--- config.mk ---
export PLATFORM = sky130hd
export DESIGN_NAME = chip_74161_ctrl
export DESIGN_NICKNAME = d
export VERILOG_FILES = /design/src/rtl/chip_74161_pkg.sv /design/src/rtl/chip_74161_ctrl_sync.sv /design/src/rtl/chip_74161_ctrl.sv
export SDC_FILE = /design/constraint.sdc
export NUM_CORES = 1
export LEC_CHECK = 0
export CAP_MARGIN = 0
export CORE_MARGIN = 5
export CORE_UTILIZATION = 50
export CTS_CLUSTER_DIAMETER = 200
export DETAILED_ROUTE_END_ITERATION = 8
export PLACE_DENSITY = 0.75
export RECOVER_POWER = 50
export SLEW_MARGIN = 25
export SYNTH_ARGS = -nofsm -noshare
export SYNTH_HDL_FRONTEND = slang
export SYNTH_SLANG_ARGS = --single-unit
--- constraint.sdc ---
create_clock -name Clk -period 2.1 [get_ports Clk]
set_clock_uncertainty 0.15 [all_clocks]
set_input_delay 0.63 -clock Clk [delete_from_list [all_inputs] [get_ports Clk]]
set_output_delay 0.63 -clock Clk [all_outputs]
set_load 0.03 [all_outputs]
--- src/rtl/chip_74161_pkg.sv ---
// Shared types and constants for the 74161 counter test sequencer.
//   state_t   : sequencer FSM states
//   op_t      : chip operations applied in order for every load value
//   pins_t    : static drive pattern for CLR_n, LOAD_n, ENP, ENT and D[3:0]
//   LOAD_VALS : values loaded into the chip, one full op sequence each
package chip_74161_pkg;

    typedef enum logic [2:0] {
        ST_IDLE,
        ST_SETUP,
        ST_CLK_HI,
        ST_CLK_LO,
        ST_CHECK,
        ST_NEXT,
        ST_DONE
    } state_t;

    typedef enum logic [2:0] {
        OP_CLEAR,
        OP_LOAD,
        OP_COUNT,
        OP_HOLD,
        OP_ENT_OFF
    } op_t;

    typedef struct packed {
        logic       clr_n;
        logic       load_n;
        logic       enp;
        logic       ent;
        logic [3:0] data;
    } pins_t;

    localparam int NUM_LOADS   = 4;
    localparam int COUNT_STEPS = 16;
    localparam int HOLD_STEPS  = 2;

    localparam logic [3:0] LOAD_VALS [NUM_LOADS] = '{4'h0, 4'h5, 4'hA, 4'hF};

    // Pattern driven while no op is in progress: chip not cleared, not
    // loading, counting disabled.
    localparam pins_t IDLE_PINS = '{clr_n: 1'b1, load_n: 1'b1, enp: 1'b0,
                                    ent: 1'b0, data: 4'h0};

    // CLEAR and ENT_OFF are checked without a clock pulse.
    function automatic logic op_has_pulse(input op_t op);
        return (op == OP_LOAD) || (op == OP_COUNT) || (op == OP_HOLD);
    endfunction

    // Drive pattern for one op; the data bus always carries the current
    // load value so that only LOAD_n decides whether it is captured.
    function automatic pins_t op_pins(input op_t op, input logic [3:0] load_val);
        pins_t p;
        p      = IDLE_PINS;
        p.data = load_val;
        case (op)
            OP_CLEAR: p.clr_n  = 1'b0;
            OP_LOAD:  p.load_n = 1'b0;
            OP_COUNT: begin
                p.enp = 1'b1;
                p.ent = 1'b1;
            end
            OP_HOLD:  p.ent    = 1'b1;
            default:  ;
        endcase
        return p;
    endfunction

endpackage

--- src/rtl/chip_74161_ctrl_sync.sv ---
// Parameterized-width two-flop synchronizer.
//   clk   : sampling clock
//   rst_n : asynchronous active-low reset, clears both stages
//   d     : asynchronous inputs
//   q     : synchronized outputs (two clk cycles of latency)
module sync_2ff #(
    parameter int WIDTH = 1
) (
    input  logic             clk,
    input  logic             rst_n,
    input  logic [WIDTH-1:0] d,
    output logic [WIDTH-1:0] q
);

    logic [WIDTH-1:0] meta_reg;
    logic [WIDTH-1:0] sync_reg;

    always_ff @(posedge clk or negedge rst_n) begin
        if (!rst_n) begin
            meta_reg <= '0;
            sync_reg <= '0;
        end else begin
            meta_reg <= d;
            sync_reg <= meta_reg;
        end
    end

    assign q = sync_reg;

endmodule

--- src/rtl/chip_74161_ctrl.sv ---
// Test sequencer for a 74161 4-bit synchronous counter in a DIP-16 socket.
// Drives all chip inputs, generates the chip clock on Pin2, samples the
// chip outputs through a 2-FF synchronizer and compares them against an
// internal expected-count model, aborting on the first mismatch.
//   Clk        : system clock
//   Reset      : asynchronous active-low reset
//   Run        : start request (level); ignored while a test is running
//   Pin1       : CLR_n          Pin2      : chip CLK
//   Pin3..Pin6 : D A..D (A=LSB) Pin7      : ENP
//   Pin9       : LOAD_n         Pin10     : ENT
//   Pin14..11  : QA..QD in      Pin15     : RCO in
//   Done       : test complete  RSLT      : pass, gated by DISP_RSLT
//   DISP_RSLT  : result display enable
module chip_74161_ctrl
    import chip_74161_pkg::*;
#(
    parameter int SETTLE_CYC = 4
) (
    input  logic Clk,
    input  logic Reset,
    input  logic Run,
    output logic Pin1,
    output logic Pin2,
    output logic Pin3,
    output logic Pin4,
    output logic Pin5,
    output logic Pin6,
    output logic Pin7,
    output logic Pin9,
    output logic Pin10,
    input  logic Pin11,
    input  logic Pin12,
    input  logic Pin13,
    input  logic Pin14,
    input  logic Pin15,
    output logic Done,
    output logic RSLT,
    input  logic DISP_RSLT
);

    localparam int             SW          = (SETTLE_CYC > 1) ? $clog2(SETTLE_CYC) : 1;
    localparam logic [SW-1:0]  SETTLE_LAST = SW'(SETTLE_CYC - 1);

    state_t     state_reg,   state_next;
    op_t        op_reg,      op_next;
    logic [1:0] li_reg,      li_next;
    logic [3:0] step_reg,    step_next;
    logic [SW-1:0] settle_reg, settle_next;
    logic [3:0] model_q_reg, model_q_next;
    logic       pass_reg,    pass_next;
    pins_t      pins_reg,    pins_next;
    logic       pin2_reg,    pin2_next;
    logic       done_reg,    done_next;

    logic [4:0] raw_in;
    logic [4:0] sync_out;
    logic [3:0] sync_q;
    logic       sync_rco;
    logic [3:0] exp_q;
    logic       exp_rco;
    logic       phase_end;

    // Bit 4 is RCO, bits 3..0 are QD..QA.
    assign raw_in = {Pin15, Pin11, Pin12, Pin13, Pin14};

    sync_2ff #(.WIDTH(5)) u_sync (
        .clk   (Clk),
        .rst_n (Reset),
        .d     (raw_in),
        .q     (sync_out)
    );

    assign sync_q   = sync_out[3:0];
    assign sync_rco = sync_out[4];

    // Expected chip response to the op currently being applied. The model
    // register holds the count after the previous op and is advanced in NEXT.
    always_comb begin
        exp_q = model_q_reg;
        case (op_reg)
            OP_CLEAR: exp_q = 4'h0;
            OP_LOAD:  exp_q = LOAD_VALS[li_reg];
            OP_COUNT: exp_q = model_q_reg + 4'd1;
            default:  exp_q = model_q_reg;
        endcase
    end

    // RCO is gated by ENT, which is only high during COUNT and HOLD.
    assign exp_rco   = ((op_reg == OP_COUNT) || (op_reg == OP_HOLD)) && (exp_q == 4'hF);
    assign phase_end = (settle_reg == SETTLE_LAST);

    always_comb begin
        state_next   = state_reg;
        op_next      = op_reg;
        li_next      = li_reg;
        step_next    = step_reg;
        settle_next  = settle_reg;
        model_q_next = model_q_reg;
        pass_next    = pass_reg;

        case (state_reg)
            ST_IDLE: begin
                if (Run) begin
                    state_next  = ST_SETUP;
                    op_next     = OP_CLEAR;
                    li_next     = 2'd0;
                    step_next   = 4'd0;
                    settle_next = '0;
                    pass_next   = 1'b1;
                end
            end
            ST_SETUP: begin
                if (phase_end) begin
                    settle_next = '0;
                    state_next  = op_has_pulse(op_reg) ? ST_CLK_HI : ST_CHECK;
                end else begin
                    settle_next = settle_reg + 1'b1;
                end
            end
            ST_CLK_HI: begin
                if (phase_end) begin
                    settle_next = '0;
                    state_next  = ST_CLK_LO;
                end else begin
                    settle_next = settle_reg + 1'b1;
                end
            end
            ST_CLK_LO: begin
                if (phase_end) begin
                    settle_next = '0;
                    state_next  = ST_CHECK;
                end else begin
                    settle_next = settle_reg + 1'b1;
                end
            end
            ST_CHECK: begin
                if ((sync_q == exp_q) && (sync_rco == exp_rco)) begin
                    state_next = ST_NEXT;
                end else begin
                    pass_next  = 1'b0;
                    state_next = ST_DONE;
                end
            end
            ST_NEXT: begin
                model_q_next = exp_q;
                state_next   = ST_SETUP;
                case (op_reg)
                    OP_CLEAR: op_next = OP_LOAD;
                    OP_LOAD: begin
                        op_next   = OP_COUNT;
                        step_next = 4'd0;
                    end
                    OP_COUNT: begin
                        if (step_reg == 4'(COUNT_STEPS - 1)) begin
                            op_next   = OP_HOLD;
                            step_next = 4'd0;
                        end else begin
                            step_next = step_reg + 4'd1;
                        end
                    end
                    OP_HOLD: begin
                        if (step_reg == 4'(HOLD_STEPS - 1)) begin
                            op_next   = OP_ENT_OFF;
                            step_next = 4'd0;
                        end else begin
                            step_next = step_reg + 4'd1;
                        end
                    end
                    default: begin
                        if (li_reg == 2'(NUM_LOADS - 1)) begin
                            state_next = ST_DONE;
                        end else begin
                            li_next = li_reg + 2'd1;
                            op_next = OP_CLEAR;
                        end
                    end
                endcase
            end
            ST_DONE: begin
                // Only a low Run re-arms the sequencer; no auto-restart.
                if (!Run) begin
                    state_next = ST_IDLE;
                end
            end
            default: state_next = ST_IDLE;
        endcase
    end

    // Pin outputs are registered from the next state so they change cleanly
    // on Clk and line up with the state they belong to. The op pattern is
    // held through CHECK; NEXT drops back to the idle pattern (CLR_n high).
    always_comb begin
        pins_next = IDLE_PINS;
        if ((state_next == ST_SETUP) || (state_next == ST_CLK_HI) ||
            (state_next == ST_CLK_LO) || (state_next == ST_CHECK)) begin
            pins_next = op_pins(op_next, LOAD_VALS[li_next]);
        end
        pin2_next = (state_next == ST_CLK_HI);
        done_next = (state_next == ST_DONE);
    end

    always_ff @(posedge Clk or negedge Reset) begin
        if (!Reset) begin
            state_reg   <= ST_IDLE;
            op_reg      <= OP_CLEAR;
            li_reg      <= 2'd0;
            step_reg    <= 4'd0;
            settle_reg  <= '0;
            model_q_reg <= 4'h0;
            pass_reg    <= 1'b1;
            pins_reg    <= IDLE_PINS;
            pin2_reg    <= 1'b0;
            done_reg    <= 1'b0;
        end else begin
            state_reg   <= state_next;
            op_reg      <= op_next;
            li_reg      <= li_next;
            step_reg    <= step_next;
            settle_reg  <= settle_next;
            model_q_reg <= model_q_next;
            pass_reg    <= pass_next;
            pins_reg    <= pins_next;
            pin2_reg    <= pin2_next;
            done_reg    <= done_next;
        end
    end

    assign Pin1  = pins_reg.clr_n;
    assign Pin2  = pin2_reg;
    assign Pin3  = pins_reg.data[0];
    assign Pin4  = pins_reg.data[1];
    assign Pin5  = pins_reg.data[2];
    assign Pin6  = pins_reg.data[3];
    assign Pin7  = pins_reg.enp;
    assign Pin9  = pins_reg.load_n;
    assign Pin10 = pins_reg.ent;
    assign Done  = done_reg;
    assign RSLT  = done_reg & DISP_RSLT & pass_reg;

endmodule

* Yosys cells after proc, flatten, opt, wreduce, memory -nomap -nowiden
Index checks and enable logic that the tools add are counted.
** Word-level totals
- Bits in registers :: 39
- Bits of input ports :: 9
- Output and inout bits :: 11
- Logic and storage cells :: 116
** Operators by class
- Add/sub/neg operators :: 4
- Order comparisons :: 2
- Equal/unequal tests :: 27
- Mux-type cells :: 43
- Bitwise gates (word level) :: 4
- Reductions and logical operators :: 20
** Operators with widths (number)
- 2-to-1 mux 3 bit :: 12
- 2-to-1 mux 4 bit :: 7
- equality test 3 x 2 -> 1 bit, second input constant :: 8
- case mux 4 bit (3 select lines) :: 2
- case mux 3 bit (7 select lines) :: 1
- binary-select mux 4 bit (select 2 bit) :: 2
- equality test 3 bit, second input constant :: 5
- equality test 3 x 1 -> 1 bit, second input constant :: 4
- 2-to-1 mux 2 bit :: 6
- case mux 3 bit (4 select lines) :: 1
- logical NOT 3 bit :: 3
- adder 4 x 1 -> 4 bit, second input constant :: 2
- equality test 4 bit, second input constant :: 2
- 2-to-1 mux 8 bit :: 1
- case mux 2 bit (2 select lines) :: 2
- case mux 4 bit (2 select lines) :: 1
- >= comparator 3 bit, second input constant :: 2
- logical OR 1 bit :: 6
- 2-to-1 mux 1 bit :: 6
- inverter 2 -> 3 bit :: 2
- case mux 3 bit (2 select lines) :: 1
- AND reduction 3 bit :: 2
- nonzero test 2 bit :: 3
- adder 2 x 1 -> 2 bit, second input constant :: 2
- other kinds (13) :: 17

* Logic depth before layout (Yosys ltp)
- Word-level depth :: 16
- Gate-level depth with buffers :: 9
- Mapped depth without buffers :: 9

* Modules after synthesis
A second synthesis with hierarchy kept.
** Unflattened totals
- Cells, all modules :: 186
- Area total of the unflattened synthesis :: 1834.3 sq um
** Modules (own cells, without submodules)
- chip_74161_ctrl :: instances 1, cells each 176, area each 1584.0 sq um, sequential area each 679.4 sq um
- sync_2ff :: instances 1, cells each 10, area each 250.2 sq um, sequential area each 250.2 sq um

* Worst setup path after synthesis
OpenSTA, ideal clock, no wires.
- Path kind :: register to register
- Start :: reg model_q_reg[0]
- End :: reg state_reg[0]
- Setup time :: 0.080 ns
- Data arrival time :: 2.027 ns
- Required time :: 1.870 ns
- Slack :: -0.157 ns
- Stages on the path, launching flop included :: 9
- Path buffers :: 0
- Clock period less this slack :: 2.257 ns
- Cell sequence :: dfrtp_1 -> ha_1 -> nor2b_1 -> a32oi_1 -> nand2_1 -> xor2_1 -> or3_1 -> or3_1 -> o22ai_2
** On the way
- Word-level cells in the longest chain between the ends :: 8
- Elaborated cells on any way between the ends :: 9
- Classes of those cells :: add/sub (1); eq/ne (3); mux (3); reduce/logical (2)
** RTL lines
- from (decl) :: RTL line chip_74161_ctrl.sv:49 : logic [3:0] model_q_reg, model_q_next;
- from (signal assigned) :: RTL line chip_74161_ctrl.sv:220 : model_q_reg <= model_q_next;
- adder 4 x 1 -> 4 bit :: RTL line chip_74161_ctrl.sv:83 : OP_COUNT: exp_q = model_q_reg + 4'd1;
- case mux 4 bit (3 select lines) (*) :: RTL line chip_74161_ctrl.sv:80 : case (op_reg)
- equality test 4 bit :: RTL line chip_74161_ctrl.sv:89 : assign exp_rco = ((op_reg == OP_COUNT) || (op_reg == OP_HOLD)) && (exp_q == 4'hF);
- logical AND 1 bit :: RTL line chip_74161_ctrl.sv:89
- equality test 1 bit :: RTL line chip_74161_ctrl.sv:137 : if ((sync_q == exp_q) && (sync_rco == exp_rco)) begin
- logical AND 1 bit (*) :: RTL line chip_74161_ctrl.sv:137
- 2-to-1 mux 2 bit (*) :: RTL line chip_74161_ctrl.sv:137
- case mux 3 bit (7 select lines) (*) :: RTL line chip_74161_ctrl.sv:101 : case (state_reg)
- named net state_next[0] :: RTL line chip_74161_ctrl.sv:44 : state_t state_reg, state_next;
- to (signal assigned) :: RTL line chip_74161_ctrl.sv:215 : state_reg <= state_next;
- to (decl) :: RTL line chip_74161_ctrl.sv:44
The timed path passes the listed nets; every way through them passes the cells marked *.
A chain may end at the register's enable or synchronous reset.

* Final worst setup path
Ends and elaborated chain as after synthesis.

==> run_results.csv <==
group,metric,value,unit
placement,dp_cells,293,
placement,dp_hpwl,3380,um
final_layout,regArea,933,um^2
clock_network,cts_root_buffer,"clkbuf_8",
global_route,grt.total_usage,19.0,%
clock_network,htree_levels,2,
logic_synthesis,async_reset_ff_share,100,%
setup_path,path_buf_inv,0,
logic_synthesis,synth_nets,213,
global_route,grt_pass1_wl,7830,um
drt,vias,1726,
setup_path,critPathMaxStageDelay,0.43,ns
final_layout,drive_gt1_share,30.2,%
timing,post-route-period-util,112,%
power_and_ir_drop,power.density,1220,nW/um^2
logic_synthesis,syn_inst,200,
outcome,violations,"setup timing",
logic_synthesis,synth_edf_count,0,
logic_synthesis,yosys.area.top_type_share,44.5,%
outcome,status,"finished with violations",
drt,drt-total-wl,4680,um
setup_path,crit_type,"reg2reg",
floorplanning,chipWidth,71.8,um
timing,worst_slack,-0.261,ns
global_route,grt_pass1_vias,1765,
logic_synthesis,synth_area_per_cell,9.55,um^2
logic_synthesis,syn-cell-area,1910,um^2
final_layout,mostFrequentLayoutCells,"buf_4 (40), dfrtp_1 (31), nand2_1 (18)",
drt,routedWlPerCell,15.3,um
timing,rsz0062_at_grt,"yes",
setup_path,worstSetupEndpointType,"flop",
logic_synthesis,synth_seq_cells,37,
final_layout,final_util,72.0,%
timing,hold_viol,0,
drt,drt_first_pass_iters,5,
job,cap_violations,0,
timing,finalCriticalPeriod,2.36,ns
final_layout,multiInputGateArea,1030,um^2
power_and_ir_drop,leakage,0.00134,uW
final_layout,final_cells,306,
logic_synthesis,ys_types,45,
setup_path,cp_slowest_cell,"dfrtp_2",
global_route,grt_max_degree,38,
clock_network,clock_latency,0.29,ns
clock_network,tritoncts,"done",
placement,routabilityCongestion,0.889,
timing,max-slew-margin-rel,42.7,%
drt,drtIter0Drc,68,
floorplanning,design.die.area,5160,um^2
setup_path,worstPathMaxFanout,2,
setup_path,crit_top_cell,"or3_4",
logic_synthesis,ys_seq_area_share,48.7,%
logic_synthesis,ys.flop_type,"dfrtp_1",
floorplanning,ioPinCount,20,
timing,worst_slew_pin_slew,0.859,ns
timing,setup_violations,7,
global_route,overflow,0,
final_layout,diodes,0,
final_layout,nNetsFinal,270,
power_and_ir_drop,peakVddDrop,0.702,mV
logic_synthesis,synth.largest_area_cell,"dfrtp_1",
global_route,antenna_found_initial,0,
logic_synthesis,synth.area.top_cells,"dfrtp_1 (45%), dfstp_2 (4.1%), nand2_1 (3.7%)",
setup_path,path_cells,"ha_4 -> nor2b_4 -> a32oi_2 -> nand2_2 -> xor2_2 -> or3_4 -> or3_4 -> o22ai_2",
timing,slew_viol_final,0,
floorplanning,coreArea,3690,um^2
clock_network,clk_pin_slew,0.07,ns
floorplanning,start_util,51.8,%
clock_network,hold_buffers,0,
final_layout,layout_commonest_cell,"buf_4",
setup_path,cp.arrival,2.42,ns
setup_path,cp_data_required_time,2.16,ns
setup_path,crit_family,"simple AND/OR/NAND/NOR gates",
clock_network,numCtsBuffers,5,
floorplanning,die_h,71.8,um
floorplanning,core.rowCount,22,
clock_network,cts_sinks,37,
final_layout,nFillCells,278,
setup_path,critPathLaunchType,"flop",
drt,drt.antenna.violating_nets,0,
final_layout,syn2layout_area_growth,39.1,%
logic_synthesis,ys_warn_count,0,
timing,clock.fmax,424,MHz
hold_path,hp-class,"reg2reg",
drt,via_per_inst,5.64,
drt,drcViolationCount,0,
placement,port_buffers,19,
clock_network,clk_path_buf_depth,2,
[logic make-up after synthesis]
logic type | count (synthesis) | synth area share, %
and+or+nand+nor | 82 | 22.1
AOI/OAI and AO/OA | 56 | 19.9
DFF | 37 | 48.7
buffers and inverters | 15 | 3.80
xor gates and xnor gates | 4 | 1.83
adders and majority gates | 4 | 2.62
muxes | 2 | 1.11
[per-layer routing]
metal	track usage (%)	vias to the layer above	wire length, um
li1	-	835	-
met1	23.5	836	2010
met2	33.3	42	2320
met3	4.07	13	238
met4	5.43	0	116
met5	0	-	0
[metrics by stage]
stage               power, uW  area [um^2]  setup TNS, ns  worst slack [ns]  hold slack (ns)
floorplan                1840         1910         -0.113           -0.0973            0.181
global placement         2400         2390          -3.10            -0.421            0.182
detailed placement       2470         2390          -4.28            -0.499            0.185
CTS                      3130         2580         -0.507            -0.209            0.200
global route             3470         2660          -1.53            -0.305            0.209
finish                   3250         2660         -0.578            -0.261            0.199
[repair_timing]
item                       in CTS  in global routing
gates resized for setup        18                 19
setup endpoints to repair      13                 18
setup buffers                   3                  2
pin swaps                       6                  6
[where the power goes]
| group | internal, uW | switching [uW] | leakage (uW) | total, uW |
|---|---|---|---|---|
| Clock | 296 | 238 | 0.0000542 | 534 |
| Sequential | 890 | 173 | 0.000466 | 1060 |
| Combinational | 811 | 847 | 0.000815 | 1660 |
| Total | 2000 | 1260 | 0.00134 | 3250 |
[path summary, 6_finish.rpt]
check | from | to | slack (ns) | cells past startpoint
setup / recovery | model_q_reg[0] | state_reg[0] | -0.26 | 8
hold / removal | u_sync.meta_reg[3] | u_sync.q[3] | 0.20 | 0
setup reg to reg | model_q_reg[0] | state_reg[0] | -0.26 | 8
hold reg to reg | u_sync.meta_reg[3] | u_sync.q[3] | 0.20 | 0
max in group asynchronous | Reset | op_reg[0] | 0.37 | 2
min in group asynchronous | Reset | settle_reg[1] | 0.83 | 2
[cell usage after synthesis (all sizes together) (4+ instances only)]
cell type and n:
nand3 9, nor2 15, o21ai 19, a22o 6, dfrtp 34, clkbuf 4
ha 4, nand2 19, buf 7, nor2b 5, inv 4, nor3b 5
nor3 9, a21oi 10
[cell type report]
cell class	instances	area share, %
clock inverters	1	0.188
repair buffers	61	19.4
inverters	4	0.565
clock buffers	7	3.63
multi-input cells	148	38.9
well taps	48	2.26
flip-flops and latches	37	35.1
Power figures use the tool's default switching activity.
